--- config.mk ---
export PLATFORM = sky130hd
export DESIGN_NAME = cla_pipe_addsub
export DESIGN_NICKNAME = d
export VERILOG_FILES = /design/src/rtl/alu_pkg.sv /design/src/rtl/cla_block.sv /design/src/rtl/cla_pipe_addsub.sv
export SDC_FILE = /design/constraint.sdc
export NUM_CORES = 1
export LEC_CHECK = 0
export ABC_AREA = 1
export BUFFER_PORTS_ARGS = -buffer_cell sky130_fd_sc_hd__buf_2
export CAP_MARGIN = 25
export CORE_UTILIZATION = 40
export DETAILED_ROUTE_END_ITERATION = 16
export PLACE_DENSITY = 0.68
export SLEW_MARGIN = 40
export SYNTH_ARGS = -nofsm -noshare
export SYNTH_HDL_FRONTEND = slang
export SYNTH_SLANG_ARGS = --single-unit
--- constraint.sdc ---
create_clock -name clk_i -period 2 [get_ports clk_i]
set_input_delay 0.3 -clock clk_i [delete_from_list [all_inputs] [get_ports clk_i]]
set_output_delay 0.3 -clock clk_i [all_outputs]
set_load 0.02 [all_outputs]
--- src/rtl/alu_pkg.sv ---
`default_nettype none
// alu_pkg: operation encoding and lookahead block width shared by the integer datapath.
package alu_pkg;

  typedef enum logic [1:0] {
    OP_ADD = 2'b00,
    OP_SUB = 2'b01,
    OP_ADC = 2'b10,
    OP_SBB = 2'b11
  } op_e;

  localparam int CLA_BLK = 4;

endpackage : alu_pkg
`default_nettype wire

--- src/rtl/cla_block.sv ---
`default_nettype none
// cla_block: 4-bit generate/propagate lookahead adder with group G/P for block-level rippling.
module cla_block
  import alu_pkg::*;
(
  input  logic [CLA_BLK-1:0] a_i,
  input  logic [CLA_BLK-1:0] b_i,
  input  logic               c_i,
  output logic [CLA_BLK-1:0] s_o,
  output logic               g_o,
  output logic               p_o
);

  logic [CLA_BLK-1:0] g;
  logic [CLA_BLK-1:0] p;
  logic [CLA_BLK-1:0] c;

  assign g = a_i & b_i;
  assign p = a_i ^ b_i;

  assign c[0] = c_i;
  assign c[1] = g[0] | (p[0] & c_i);
  assign c[2] = g[1] | (p[1] & g[0]) | (p[1] & p[0] & c_i);
  assign c[3] = g[2] | (p[2] & g[1]) | (p[2] & p[1] & g[0]) | (p[2] & p[1] & p[0] & c_i);

  assign s_o = p ^ c;
  assign g_o = g[3] | (p[3] & g[2]) | (p[3] & p[2] & g[1]) | (p[3] & p[2] & p[1] & g[0]);
  assign p_o = &p;

endmodule : cla_block
`default_nettype wire

--- src/rtl/cla_pipe_addsub.sv ---
`default_nettype none
// cla_pipe_addsub: pipelined carry-lookahead add/sub with valid/ready, global stall and flags.
// Each stage adds one SEG-bit segment; carries and operand skew cross stages only via registers.
module cla_pipe_addsub
  import alu_pkg::*;
#(
  parameter int WIDTH  = 32,
  parameter int STAGES = 2
) (
  input  logic             clk_i,
  input  logic             rst_ni,
  input  logic             in_valid_i,
  output logic             in_ready_o,
  input  logic [WIDTH-1:0] term1_i,
  input  logic [WIDTH-1:0] term2_i,
  input  logic [1:0]       op_i,
  input  logic             carry_i,
  input  logic             flush_i,
  output logic             out_valid_o,
  input  logic             out_ready_i,
  output logic [WIDTH-1:0] result_o,
  output logic             carry_o,
  output logic             overflow_o,
  output logic             zero_o
);

  localparam int SEG  = WIDTH / ((STAGES < 1) ? 1 : STAGES);
  localparam int NBLK = SEG / CLA_BLK;

  if ((STAGES < 1) || ((WIDTH % (CLA_BLK * STAGES)) != 0)) begin : g_param_check
    $error("cla_pipe_addsub: WIDTH must be a multiple of 4*STAGES and STAGES >= 1");
  end

  op_e              op_w;
  logic [WIDTH-1:0] b_eff;
  logic             cin_eff;
  logic             stall;

  always_comb begin
    op_w    = op_e'(op_i);
    b_eff   = term2_i;
    cin_eff = 1'b0;
    case (op_w)
      OP_ADD:  cin_eff = 1'b0;
      OP_SUB:  begin b_eff = ~term2_i; cin_eff = 1'b1;    end
      OP_ADC:  cin_eff = carry_i;
      OP_SBB:  begin b_eff = ~term2_i; cin_eff = carry_i; end
      default: cin_eff = 1'b0;
    endcase
  end

  assign stall      = out_valid_o & ~out_ready_i;
  assign in_ready_o = ~stall;

  for (genvar s = 0; s < STAGES; s++) begin : g_stage
    localparam int LO = s * SEG;
    localparam int IW = WIDTH - LO;
    // The last stage only keeps the operand MSBs needed for the overflow flag.
    localparam int RW = (s == STAGES - 1) ? 1 : IW - SEG;

    logic [IW-1:0]     a_in;
    logic [IW-1:0]     b_in;
    logic              cin;
    logic              vld_in;
    logic [NBLK:0]     gc;
    logic [SEG-1:0]    seg_sum;
    logic [RW-1:0]     a_d;
    logic [RW-1:0]     b_d;
    logic [RW-1:0]     a_q;
    logic [RW-1:0]     b_q;
    logic [LO+SEG-1:0] sum_d;
    logic [LO+SEG-1:0] sum_q;
    logic              cy_q;
    logic              vld_q;

    if (s == 0) begin : g_head
      assign a_in   = term1_i;
      assign b_in   = b_eff;
      assign cin    = cin_eff;
      assign vld_in = in_valid_i;
      assign sum_d  = seg_sum;
    end else begin : g_body
      assign a_in   = g_stage[s-1].a_q;
      assign b_in   = g_stage[s-1].b_q;
      assign cin    = g_stage[s-1].cy_q;
      assign vld_in = g_stage[s-1].vld_q;
      assign sum_d  = {seg_sum, g_stage[s-1].sum_q};
    end

    if (s == STAGES - 1) begin : g_tail
      assign a_d = a_in[IW-1];
      assign b_d = b_in[IW-1];
    end else begin : g_skew
      assign a_d = a_in[IW-1:SEG];
      assign b_d = b_in[IW-1:SEG];
    end

    assign gc[0] = cin;
    for (genvar k = 0; k < NBLK; k++) begin : g_blk
      logic grp_g;
      logic grp_p;

      cla_block u_blk (
        .a_i (a_in[k*CLA_BLK +: CLA_BLK]),
        .b_i (b_in[k*CLA_BLK +: CLA_BLK]),
        .c_i (gc[k]),
        .s_o (seg_sum[k*CLA_BLK +: CLA_BLK]),
        .g_o (grp_g),
        .p_o (grp_p)
      );

      assign gc[k+1] = grp_g | (grp_p & gc[k]);
    end

    // Flush wins over stall so killed operations never reach the output.
    always_ff @(posedge clk_i or negedge rst_ni) begin
      if (!rst_ni) begin
        vld_q <= 1'b0;
        cy_q  <= 1'b0;
        a_q   <= '0;
        b_q   <= '0;
        sum_q <= '0;
      end else begin
        if (flush_i) begin
          vld_q <= 1'b0;
        end else if (!stall) begin
          vld_q <= vld_in;
        end
        if (!stall) begin
          cy_q  <= gc[NBLK];
          a_q   <= a_d;
          b_q   <= b_d;
          sum_q <= sum_d;
        end
      end
    end
  end

  assign out_valid_o = g_stage[STAGES-1].vld_q;
  assign result_o    = g_stage[STAGES-1].sum_q;
  assign carry_o     = g_stage[STAGES-1].cy_q;
  assign overflow_o  = (g_stage[STAGES-1].a_q[0] == g_stage[STAGES-1].b_q[0]) &
                       (result_o[WIDTH-1] != g_stage[STAGES-1].a_q[0]);
  assign zero_o      = out_valid_o & ~(|result_o);

endmodule : cla_pipe_addsub
`default_nettype wire

# Word level (Yosys, flattened, before mapping)
# Cells that the tools add are included.
# totals
reg_bits	86
input_bits	72
# classes
eq_ne	6
n_mux	6
bitwise_logic	231
n_reduce_logical	12
# op_table
cell	n
AND 1 bit	123
OR 1 bit	80
bitwise XOR 4 bit	16
AND 4 bit	8
2-to-1 mux 32 bit	1
NOT 32 bit	1
AND reduction 4 bit	8
OR reduction 32 bit	1
== test 2 bit (second input constant)	2
2-to-1 mux 1 bit	4
OR reduction 2 bit	2
NOT 1 bit	3
one-hot mux 1 bit (3 select lines)	1
== test 2 x 1 -> 1 bit (second input constant)	1
zero test 2 bit	1
inequality test 2 bit (second input constant)	1
== test 1 bit	1
inequality test 1 bit	1

# Depth between registers and ports, before layout
# Gate-level depths: netlist of the first run.
# depth
depth_word	16
ltp_mapped	17
depth_no_buf	15

# Cells and area by module
# From an unflattened synthesis of the first run, not the netlist that was laid out.
# unflattened
cells_unflattened	667
area_unflattened_um2	5236.3
# modules_own_cells
module	n_inst	cells_per_inst	area_per_inst_um2
cla_pipe_addsub	1	419	3714.8
cla_block	8	31	190.2

# Worst setup path after synthesis of the first run
# No wires, ideal clock.
# synth_path
kind	input to register
from	input port op_i[0]
to	register g_stage[0].sum_q[13]
setup_ns	0.083
arrival_time_ns	2.391
setup_slack_ns	-0.474
cell_stages	15
path_buffers	2
path_cell_list	buf_4 buf_2 xnor2_1 inv_1 ha_1 nand2_1 nor2_1 nand3_2 nand2_2 nand2_2 nand2_4 inv_1 fa_1 xor2_1 o21ai_0
# synth_via
elab_chain_cells	16
word_cells_on_any_way	52
cone_classes	eq/ne (3); mux (2); bitwise (41); reduce/logical (6)
# synth_rtl
element	line	rtl
start, declared	cla_pipe_addsub.sv:16	input logic [1:0] op_i,
== test 2 bit or == test 2 x 1 -> 1 bit (tied branches)	cla_pipe_addsub.sv:43	case (op_w)
OR reduction 2 bit (no line)	n/a	
2-to-1 mux 32 bit	n/a	
bitwise XOR 4 bit or AND 4 bit (tied branches)	cla_block.sv:19, cla_block.sv:18	
AND 1 bit	cla_block.sv:27	assign g_o = g[3] | (p[3] & g[2]) | (p[3] & p[2] & g[1]) | (p[3] & p[2] & p[1] & g[0]);
OR 1 bit or AND 1 bit (tied branches) (2 in series)	cla_block.sv:27	
OR 1 bit	cla_block.sv:27	
OR 1 bit	cla_pipe_addsub.sv:112	assign gc[k+1] = grp_g | (grp_p & gc[k]);
AND 1 bit	cla_pipe_addsub.sv:112	
OR 1 bit	cla_pipe_addsub.sv:112	
AND 1 bit	cla_pipe_addsub.sv:112	
OR 1 bit	cla_pipe_addsub.sv:112	
AND 1 bit	cla_block.sv:22	assign c[1] = g[0] | (p[0] & c_i);
OR 1 bit	cla_block.sv:22	
bitwise XOR 4 bit (*)	cla_block.sv:26	assign s_o = p ^ c;
end signal, assigned	cla_pipe_addsub.sv:133	sum_q <= sum_d;
end, declared	cla_pipe_addsub.sv:72	logic [LO+SEG-1:0] sum_q;
# Every way passes the cells marked *; elsewhere a longest branch is shown, timed or not.
# A chain may end at the register's enable or synchronous reset.

# Worst setup path in the final report of the first run
# layout_path
from	register g_stage[0].b_q[1]
to	register g_stage[1].sum_q[28] (netlist: result_o[28])
# layout_via
elab_chain_cells	10
word_cells_on_any_way	15
cone_classes	bitwise (14); reduce/logical (1)
# layout_rtl
element	line	rtl
start, declared	cla_pipe_addsub.sv:70	logic [RW-1:0] b_q;
start signal, assigned	cla_pipe_addsub.sv:121	b_q <= '0;
start signal, assigned	cla_pipe_addsub.sv:132	b_q <= b_d;
AND 4 bit or bitwise XOR 4 bit (tied branches)	cla_block.sv:18, cla_block.sv:19	
AND 1 bit	cla_block.sv:27	
OR 1 bit or AND 1 bit (tied branches)	cla_block.sv:27	
OR 1 bit	cla_block.sv:27	
OR 1 bit (*)	cla_pipe_addsub.sv:112	
AND 1 bit (*)	cla_pipe_addsub.sv:112	
OR 1 bit (*)	cla_pipe_addsub.sv:112	
AND 1 bit (*)	cla_pipe_addsub.sv:112	
OR 1 bit (*)	cla_pipe_addsub.sv:112	
bitwise XOR 4 bit (*)	cla_block.sv:26	
net g_stage[1].g_blk[3].u_blk.s_o[0]	cla_block.sv:9	output logic [CLA_BLK-1:0] s_o,
end signal, assigned	cla_pipe_addsub.sv:133	
end, declared	cla_pipe_addsub.sv:72	
# Mark *: on every way through the listed nets, which the timed path passes. The rest lies on a longest branch.

==> results of run 1 <==
-- cell usage in the layout, fill, tap and decap left out, types with 2 or more instances in the layout --
| cell | n |
|---|---|
| a21oi_1 | 14 |
| a21oi_2 | 4 |
| a31oi_1 | 3 |
| and3_1 | 3 |
| buf_12 | 4 |
| buf_2 | 105 |
| buf_4 | 61 |
| clkbuf_16 | 9 |
| clkinv_2 | 2 |
| dfrtp_1 | 86 |
| fa_1 | 3 |
| fa_2 | 5 |
| ha_1 | 30 |
| ha_4 | 2 |
| inv_1 | 47 |
| inv_2 | 4 |
| nand2_1 | 187 |
| nand2_2 | 9 |
| nand2_4 | 8 |
| nand3_1 | 21 |
| nand4_1 | 8 |
| nor2_1 | 24 |
| nor2_2 | 2 |
| nor4_2 | 2 |
| o21ai_0 | 33 |
| o21ai_1 | 19 |
| o21ai_2 | 2 |
| o21bai_1 | 2 |
| xnor2_1 | 23 |
| xor2_1 | 18 |
-- repair_timing --
item | 4_1_cts | 5_1_grt
setup endpoints to repair | 6 | 10
buffers inserted | 6 | 11
resized for setup | 9 | 20
endpoints found under the hold margin | 40 | 0
pin swaps | 13 | 24
cloned | 1 | 0
hold buffers | 1 | 0
-- flip-flops by register name (all words and copies together) (netlist names) --
signal         count
result_o          32
g_stage.a_q       17
g_stage.b_q       17
g_stage.sum_q     16
carry_o            1
g_stage.cy_q       1
g_stage.vld_q      1
out_valid_o        1
-- worst max-delay path: cells and delay by family (launching register included) --
| family | cells | cell delay (ps) |
|---|---|---|
| flops | 1 | 390 |
| simple gates | 8 | 700 |
| compound gates | 1 | 80 |
| fa+ha+maj | 2 | 820 |
-- cell usage after synthesis (3+ instances only) --
| cell | instances |
|---|---|
| a21oi_1 | 16 |
| a31oi_1 | 3 |
| and3_1 | 3 |
| buf_1 | 3 |
| buf_2 | 10 |
| clkbuf_1 | 7 |
| dfrtp_1 | 86 |
| fa_1 | 8 |
| ha_1 | 32 |
| inv_1 | 48 |
| inv_2 | 4 |
| nand2_1 | 189 |
| nand2_2 | 7 |
| nand2_4 | 8 |
| nand3_1 | 21 |
| nand4_1 | 8 |
| nor2_1 | 26 |
| nor4_1 | 3 |
| o21ai_0 | 40 |
| o21ai_1 | 13 |
| xnor2_1 | 24 |
| xor2_1 | 19 |
-- final timing paths --
path | from | endpoint | cells past startpoint
setup / recovery | g_stage[0].b_q[1] | result_o[28] | 11
hold / removal | flush_i | out_valid_o | 2
max in group asynchronous | rst_ni | g_stage[0].sum_q[14] | 3
min in group asynchronous | rst_ni | g_stage[0].b_q[13] | 2
setup reg to reg | g_stage[0].b_q[1] | result_o[28] | 11
hold reg to reg | g_stage[0].sum_q[15] | g_stage[0].sum_q[15] | 2
-- cell families after synthesis --
| group | count (synthesis) |
|---|---|
| simple gates | 274 |
| flops | 86 |
| compound gates | 80 |
| buf+inv | 75 |
| xor+xnor | 43 |
| fa+ha+maj | 40 |
-- stage by stage --
| step | setup slack [ps] | instances | hold slack, ps |
|---|---|---|---|
| final | -58.9 | 932 | 159 |
| after global routing | -138 | 932 | 155 |
| after CTS | -48.8 | 921 | 151 |
| after detailed placement | -424 | 898 | 332 |
| after global placement | -332 | 898 | 320 |
| after floorplan | -269 | 598 | 4.41 |
-- cell type report --
type                    instances  share of cell area
clock inverters                 4             0.00713
repair buffers                173               0.167
inverters                      53              0.0302
multi-input cells             437               0.405
flip-flops and latches         86               0.323
well taps                     168              0.0315
clock buffers                  11              0.0364
-- layer usage --
metal | track usage | vias up | routed length [um] | part of all wire
met2 | 0.335 | 76 | 5990 | 0.51
met4 | 0.0623 | 0 | 314 | 0.027
met5 | 0 | - | 0 | 0
met1 | 0.235 | 2057 | 5180 | 0.44
li1 | - | 2241 | - | -
met3 | 0.0351 | 17 | 306 | 0.026
-- power groups by stage --
stage | registers [mW] | clock network, mW | logic (mW)
finish | 2.42 | 1.62 | 2.32
global route | 2.47 | 1.74 | 2.60
CTS | 2.43 | 1.66 | 2.20
detailed placement | 2.45 | 0 | 2.13
global placement | 2.43 | 0 | 2.07
floorplan | 2.68 | 0 | 1.06
==> flow_summary.json, run 1 <==
{
  "status": "finished with violations",
  "violations": "negative setup slack",
  "cts.path.max_buffers": 2,
  "gp_congestion": 0.817,
  "grt_overflow": 0,
  "switchingPower_mw": 2.22,
  "synth_top_area_frac": 0.429,
  "die_y_um": 114,
  "via_per_inst": 4.71,
  "clockRootBuffer": "clkbuf_16",
  "netlist_area_um2": 5020,
  "htreeDepth": 3,
  "fin_worst_skew_ps": 7.22,
  "syn_inst": 598,
  "drv_slew": 0,
  "initial_core_util": 0.414,
  "syn_area_per_cell_um2": 8.39,
  "sequentialPowerShare": 0.381,
  "regToRegSetupSlack_ps": -60,
  "grt_pass1_wl_um": 19700,
  "numPortBuffers": 108,
  "io_pins": 109,
  "synth_edf_count": 0,
  "rows": 40,
  "tritoncts": "built",
  "n_antenna_cell": 0,
  "crit_required_ps": 2250,
  "fin_util": 0.550,
  "avgRoutedWirePerCell_um": 12.7,
  "synthXorXnorAreaFrac": 0.0751,
  "worst-path-max-fanout": 3,
  "cpMostUsedCell": "nand2_4",
  "p_sw_frac": 0.350,
  "synth_seq_cells": 86,
  "hold_viol_final": 0,
  "antenna_left": 0,
  "powerDensity_nw_per_um2": 954,
  "core_um2": 12100,
  "synthTopCellsByArea": "dfrtp_1 (43%), nand2_1 (14%), ha_1 (8.0%), xnor2_1 (4.2%), o21ai_0 (4.0%)",
  "max_freq_ghz": 0.486,
  "fin_ws_ps": -58.9,
  "vias": 4391,
  "power.leakage_nw": 3.43,
  "synth.largest_area_cell": "dfrtp_1",
  "die_x_um": 114,
  "placed_cell_area_um2": 6080,
  "syn-num-nets": 710,
  "synth_compound_area_frac": 0.0850,
  "grt_max_degree": 97,
  "combinationalPowerShare": 0.364,
  "drive_above_1_share": 0.308,
  "cp-start-kind": "flop",
  "grt_pass1_vias": 4325,
  "rsz0062_at_grt": "yes",
  "nFillCells": 1119,
  "synth-simple-area-share": 0.239,
  "final-setup-viol-count": 2,
  "synthMuxAreaShare": 0,
  "drv_cap": 0,
  "cts_buffers": 9,
  "synth_top_family_by_area": "simple AND/OR/NAND/NOR gates",
  "wl_um": 11800,
  "crit_slowest_cell": "fa_2",
  "dpl.hpwl_um": 8680,
  "regArea_um2": 2150,
  "p_int_mw": 4.14,
  "antenna_found_initial": 0,
  "crit_path_cell_trace": "ha_1, or2_4, nand3_4, nand2_4, nand2_4, nand2_4, nand2_4, nand2_4, fa_2, nand2_1, o21ai_1",
  "syn2layout_area_growth_pct": 32.8,
  "period_share": 1.03,
  "multiInputGateArea_um2": 2700,
  "grt_use_total": 0.190,
  "cts_sinks": 86,
  "maxSlewHeadroom": 0.638,
  "drcViolationCount": 0,
  "synthAdderAreaFrac": 0.112,
  "worst_pin_slew_ps": 543,
  "clockPowerShare": 0.255,
  "finalPower_mw": 6.36,
  "synthDistinctLibCells": 37,
  "crit_path_end_kind": "flop",
  "finalSetupTns_ps": -64.6,
  "worstSetupPathType": "reg -> reg",
  "nets": 872,
  "cpPeakStageDelay_ps": 510,
  "clk_pin_slew_ps": 60,
  "hold_path.class": "in -> reg",
  "detail_route.iter0.violations": 282,
  "postLayoutCellArea_um2": 6660,
  "dieArea_um2": 13000,
  "yosys_warnings": 0,
  "synthArstFlopShare": 1.00,
  "firstDrtPassIters": 4,
  "fin_crit_ps": 2060,
  "ir_worst_vdd_mv": 0.480,
  "synth-main-ff-cell": "dfrtp_1",
  "clock_latency_ps": 330,
  "cp.arrival_ps": 2310,
  "ys_seq_area_frac": 0.429
}
(Power assumes the default switching activity.)
==> run 2, diff against run 1 <==
ABC_AREA = 0   (was 1)
CAP_MARGIN = not set   (was 25)
==> run 2 against run 1 <==
  * Combinational power rose by 2%
  * Largest power group unchanged
  * Via count fell by 2.1%
  * Worst setup slack got worse by 230 ps
  * Clock-buffer cell count did not move
  * Die area fell by 1.8%
  * Final area rose by 2.6%
  * Largest cell class unchanged
  * Critical endpoint is now result_o[29]
  * Non-clock buffer count rose by 6
  * Maximum frequency fell by 10%
  * Sequential share of layout area fell by 0.82 points
  * The flow still finishes with violations (negative setup slack)
  * Sequential cell count did not move
==> flow_summary.json, run 2 <==
{
  "die_y_um": 113,
  "via_per_inst": 4.99,
  "cp.arrival_ps": 2500,
  "cts.path.max_buffers": 2,
  "rows": 40,
  "antenna_found_initial": 1,
  "grt_pass1_vias": 4272,
  "crit_slowest_cell": "dfrtp_1",
  "wl_um": 11900,
  "syn_area_per_cell_um2": 9.09,
  "cts_sinks": 86,
  "synth_most_common_cell": "nand2_1",
  "largest_register_ffs": 32,
  "syn2layout_area_growth_pct": 38.8,
  "ir_worst_vdd_mv": 0.436,
  "grt_overflow": 0,
  "grtUsageMet3": 0.0493,
  "sequentialPowerShare": 0.371,
  "grt_max_degree": 61,
  "holdPathStages": 2,
  "synth.largest_area_cell": "dfrtp_1",
  "max_freq_ghz": 0.436,
  "numPortBuffers": 108,
  "io_pins": 109,
  "switchingPower_mw": 2.29,
  "cpPeakStageDelay_ps": 390,
  "crit_path_end_kind": "flop",
  "worst_pin_slew_ps": 635,
  "synthDistinctLibCells": 47,
  "yosys_warnings": 0,
  "drv_cap": 0,
  "gp_congestion": 0.896,
  "fin_ws_ps": -292,
  "grt_use_total": 0.200,
  "clockRootBuffer": "clkbuf_16",
  "worst-path-max-fanout": 3,
  "rsz0062_at_grt": "yes",
  "hold_viol_final": 0,
  "drcViolationCount": 0,
  "dieArea_um2": 12800,
  "synthTopCellsByArea": "dfrtp_1 (44%), nand2_1 (12%), ha_1 (8.1%), xnor2_1 (4.4%), xor2_1 (4.3%)",
  "crit_path_cell_trace": "ha_1, a21oi_2, nand4b_1, a21oi_2, buf_4, o21ai_4, nand2b_1, fa_2, xnor2_2, o21ai_1",
  "firstDrtPassIters": 4,
  "final_cells": 861,
  "powerDensity_nw_per_um2": 974,
  "n_antenna_cell": 0,
  "layout_common_cells": "nand2_1 (155), buf_2 (106), dfrtp_1 (86)",
  "syn_inst": 542,
  "use_met2": 0.345,
  "worst_r2r_startpoint": "g_stage[0].b_q[0]",
  "rr_worst_depth": 10,
  "fin_util": 0.569,
  "fin_crit_ps": 2290,
  "finalSetupTns_ps": -1840,
  "drv_slew": 0,
  "synthArstFlopShare": 1.00,
  "placed_cell_area_um2": 6180,
  "core_um2": 12000,
  "postLayoutCellArea_um2": 6840,
  "worstSetupPathType": "reg -> reg",
  "fin_worst_skew_ps": 9.33,
  "combinationalPowerShare": 0.357,
  "tritoncts": "built",
  "clock_latency_ps": 340,
  "syn-num-nets": 654,
  "avgRoutedWirePerCell_um": 13.8,
  "ys_top_cells_by_count": "nand2_1 (156), dfrtp_1 (86), ha_1 (32), o21ai_0 (32), a21oi_1 (29)",
  "hold_path.class": "in -> reg",
  "r2r-end": "result_o[29]",
  "synth_seq_cells": 86,
  "status": "finished with violations",
  "period_share": 1.15,
  "final-setup-viol-count": 13,
  "power.leakage_nw": 3.32,
  "synth_edf_count": 0,
  "dp_cells": 835,
  "cts_buffers": 9,
  "detail_route.iter0.violations": 230,
  "p_sw_frac": 0.343,
  "nets": 821,
  "maxSlewHeadroom": 0.576,
  "violations": "negative setup slack",
  "grt_util_met1": 0.248,
  "crit_required_ps": 2210,
  "clockPowerShare": 0.272,
  "netlist_area_um2": 4930,
  "busiest_layer": "met2",
  "htreeDepth": 3,
  "holdCritStartpoint": "flush_i",
  "clk_pin_slew_ps": 60,
  "dpl.hpwl_um": 8900,
  "synth-main-ff-cell": "dfrtp_1",
  "synth_top_area_frac": 0.437,
  "hold-path-endpoint": "g_stage[0].vld_q",
  "p_int_mw": 4.37,
  "vias": 4298,
  "drive_above_1_share": 0.350,
  "initial_core_util": 0.410,
  "cpMostUsedCell": "a21oi_2",
  "cp-start-kind": "flop",
  "finalPower_mw": 6.66,
  "antenna_left": 0,
  "grt_pass1_wl_um": 20200,
  "die_x_um": 113,
  "ys_seq_area_frac": 0.437,
  "final_common_cell": "nand2_1",
  "regToRegSetupSlack_ps": -290
}
[run 2: cell count changes in the layout (fill, tap and decap cells not counted), moves of 6 or more]
cell	change
o21ai_0	-7
a21o_1	+11
o21ai_1	-11
nand2_2	-9
nand2_4	-7
buf_6	+6
nand2_1	-32
nand3_1	-16
inv_1	-32
[run 2: how the worst max path moves through the flow]
stage | endpoint | depth (start not counted) | from
final | result_o[29] | 10 | g_stage[0].b_q[0]
after global routing | result_o[29] | 10 | g_stage[0].b_q[0]
after CTS | result_o[29] | 10 | g_stage[0].b_q[0]
after detailed placement | g_stage[0].sum_q[12] | 11 | op_i[0]
after global placement | g_stage[0].sum_q[12] | 11 | op_i[0]
after floorplan | g_stage[0].sum_q[12] | 11 | op_i[0]
[run 2: metrics by stage]
step           setup slack (ps)  hold WS (ps)
6_report                   -292           142
5_1_grt                    -369           134
4_1_cts                    -263           126
3_5_place_dp               -700           361
3_3_place_gp               -572           357
2_1_floorplan              -651          4.41
[run 2: critical path: cells and delay by family (launching register included)]
family                   cells  cell delay (ps)
flip-flops                   1              390
XOR/XNOR                     1              160
AO/OA/AOI/OAI                4              460
AND/OR/NAND/NOR              2              310
adder cells (fa/ha/maj)      2              680
buffers and inverters        1              160
[run 2: what timing repair did]
action,CTS,global route
endpoints found under the hold margin,7,0
hold buffers,1,0
pin swaps,34,26
endpoints found under the setup margin,21,24
resized for setup,30,23
buffers inserted,9,3
[run 2: cells by family (layout without fill, tap and decap cells)]
family,Yosys count,after routing,share of synthesized area
compound gates,102,102,0.136
buf+inv,39,211,0.0320
flops,86,86,0.437
xor+xnor,49,49,0.0871
mux,1,1,0.00305
simple gates,225,225,0.192
fa+ha+maj,40,40,0.114
[run 2: metal layers]
metal,vias to the layer above,wire length [um]
li1,2146,-
met1,2042,5140
met2,94,6060
met3,14,546
met4,2,155
met5,-,8
[run 2: area by class of cell]
cell class | count | area [um^2]
flip-flops and latches | 86 | 2150
multi-input cells | 417 | 2960
repair buffers | 179 | 1160
clock inverters | 5 | 82.6
inverters | 16 | 60.1
well taps | 147 | 184
clock buffers | 11 | 243
fillers | 1093 | 5170
[run 2: power groups by stage]
stage / clock [mW] / combinational (mW) / sequential (mW)
5_1_grt: 1.93 / 2.62 / 2.53
3_3_place_gp: 0 / 2.10 / 2.48
6_report: 1.81 / 2.37 / 2.47
4_1_cts: 1.84 / 2.30 / 2.47
2_1_floorplan: 0 / 1.06 / 2.72
3_5_place_dp: 0 / 2.16 / 2.50
==> run 3, diff against run 2 <==
BUFFER_PORTS_ARGS = -buffer_cell sky130_fd_sc_hd__clkbuf_2   (was -buffer_cell sky130_fd_sc_hd__buf_2)
==> run 3 against run 2 <==
  * The flow still finishes with violations (negative setup slack)
  * Register-to-register slack better by 60 ps
  * Final area rose by 2.0%
  * Utilization rose by 1.2 points
  * Worst setup slack improved by 43 ps
==> flow_summary.json, run 3 (synthesized netlist as in run 2, its figures left out) <==
{
  "maxSlewHeadroom": 0.662,
  "finalPower_mw": 6.60,
  "grt_pass1_wl_um": 20700,
  "firstDrtPassIters": 4,
  "largest_register_ffs": 32,
  "cp-start-kind": "primary input",
  "grt_util_met1": 0.242,
  "antenna_left": 0,
  "htreeDepth": 3,
  "fin_ws_ps": -249,
  "numPortBuffers": 108,
  "max_freq_ghz": 0.445,
  "clock_latency_ps": 340,
  "detail_route.iter0.violations": 194,
  "dieArea_um2": 12800,
  "hold_viol_final": 0,
  "combinationalPowerShare": 0.371,
  "vias": 4399,
  "nets": 832,
  "sequentialPowerShare": 0.375,
  "fin_hold_ws_ps": 130,
  "cts_buffers": 9,
  "drv_slew": 0,
  "die_y_um": 113,
  "fin_crit_ps": 2250,
  "antenna_found_initial": 1,
  "io_pins": 109,
  "busiest_layer": "met2",
  "final_cells": 872,
  "wl_um": 12800,
  "cts.path.max_buffers": 2,
  "n_antenna_cell": 0,
  "violations": "negative setup slack",
  "initial_core_util": 0.410,
  "gp_congestion": 0.882,
  "drive_above_1_share": 0.366,
  "cts_sinks": 86,
  "period_share": 1.12,
  "crit_required_ps": 2270,
  "fin_worst_skew_ps": 6.41,
  "crit_path_end_kind": "flop",
  "worst-path-max-fanout": 5,
  "switchingPower_mw": 2.29,
  "rsz0062_at_grt": "yes",
  "core_um2": 12000,
  "p_int_mw": 4.31,
  "powerDensity_nw_per_um2": 946,
  "grt_use_total": 0.207,
  "clockRootBuffer": "clkbuf_16",
  "dpl.hpwl_um": 8850,
  "clockPowerShare": 0.254,
  "grt_pass1_vias": 4366,
  "via_per_inst": 5.04,
  "drv_cap": 0,
  "power.leakage_nw": 3.39,
  "hold_path.class": "in -> reg",
  "grt_overflow": 0,
  "clk_pin_slew_ps": 60,
  "status": "finished with violations",
  "final_common_cell": "nand2_1",
  "p_sw_frac": 0.347,
  "dp_cells": 835,
  "worst_pin_slew_ps": 508,
  "rows": 40,
  "cp.arrival_ps": 2510,
  "avgRoutedWirePerCell_um": 14.6,
  "tritoncts": "built",
  "ir_worst_vdd_mv": 0.455,
  "worstSetupPathType": "in -> reg",
  "grtUsageMet3": 0.0487,
  "syn2layout_area_growth_pct": 41.6,
  "use_met2": 0.370,
  "final-setup-viol-count": 14,
  "grt_max_degree": 100,
  "layout_common_cells": "nand2_1 (154), clkbuf_2 (105), dfrtp_1 (86)",
  "die_x_um": 113,
  "drcViolationCount": 0
}
==> run 3: path summary, 6_finish.rpt <==
kind | cells past startpoint | from | slack, ps | end
hold / removal | 2 | flush_i | 130 | g_stage[0].vld_q
setup / recovery | 10 | op_i[0] | -250 | g_stage[0].sum_q[12]
hold reg to reg | 2 | g_stage[0].sum_q[6] | 470 | result_o[6]
max in group asynchronous | 3 | rst_ni | 920 | g_stage[0].b_q[3]
min in group asynchronous | 2 | rst_ni | 470 | g_stage[0].a_q[5]
setup reg to reg | 9 | g_stage[0].b_q[0] | -230 | result_o[24]
==> run 3: layout make-up <==
cell class / count / area (um^2)
multi-input combinational: 417 / 3020
tap: 147 / 184
clock buffer: 12 / 256
inverter: 16 / 60.1
timing repair buffer: 190 / 1260
sequential: 86 / 2150
clock inverter: 4 / 45.0
fill: 1051 / 5030
==> run 3: timing repair <==
action	in CTS	in global routing
buffers inserted	17	6
hold buffers	1	0
endpoints found under the setup margin	19	24
gates resized for setup	28	32
gates cloned	1	0
pin swaps	35	41
hold endpoints to repair	37	0
==> run 3: metrics by stage <==
step	utilization	area [um^2]	TNS, ps	setup slack, ps
2_1_floorplan	-	5080	-4460	-651
3_3_place_gp	0.514	6170	-6810	-618
3_5_place_dp	0.514	6170	-8170	-737
4_1_cts	0.564	6770	-1120	-222
5_1_grt	0.581	6980	-3560	-354
6_report	0.581	6980	-2080	-249
==> run 3: power by group through the flow <==
stage | Combinational (mW) | Clock [mW] | Sequential, mW
6_report | 2.45 | 1.68 | 2.48
4_1_cts | 2.31 | 1.71 | 2.48
3_5_place_dp | 2.16 | 0 | 2.50
3_3_place_gp | 2.09 | 0 | 2.49
2_1_floorplan | 1.06 | 0 | 2.72
5_1_grt | 2.68 | 1.78 | 2.53
==> run 3: metal layers <==
metal	vias to the layer above	routed length (um)
li1	2162	-
met1	2076	5150
met2	128	6550
met3	31	708
met4	2	335
met5	-	11
==> run 3: worst max-delay path: stages <==
cell and delay [ps]:
clkbuf_16 140, xor2_2 210, ha_4 240, a21o_1 200
a221oi_4 340, a2bb2oi_2 190, o211ai_2 120, a21oi_2 170
fa_2 460, a21oi_2 120
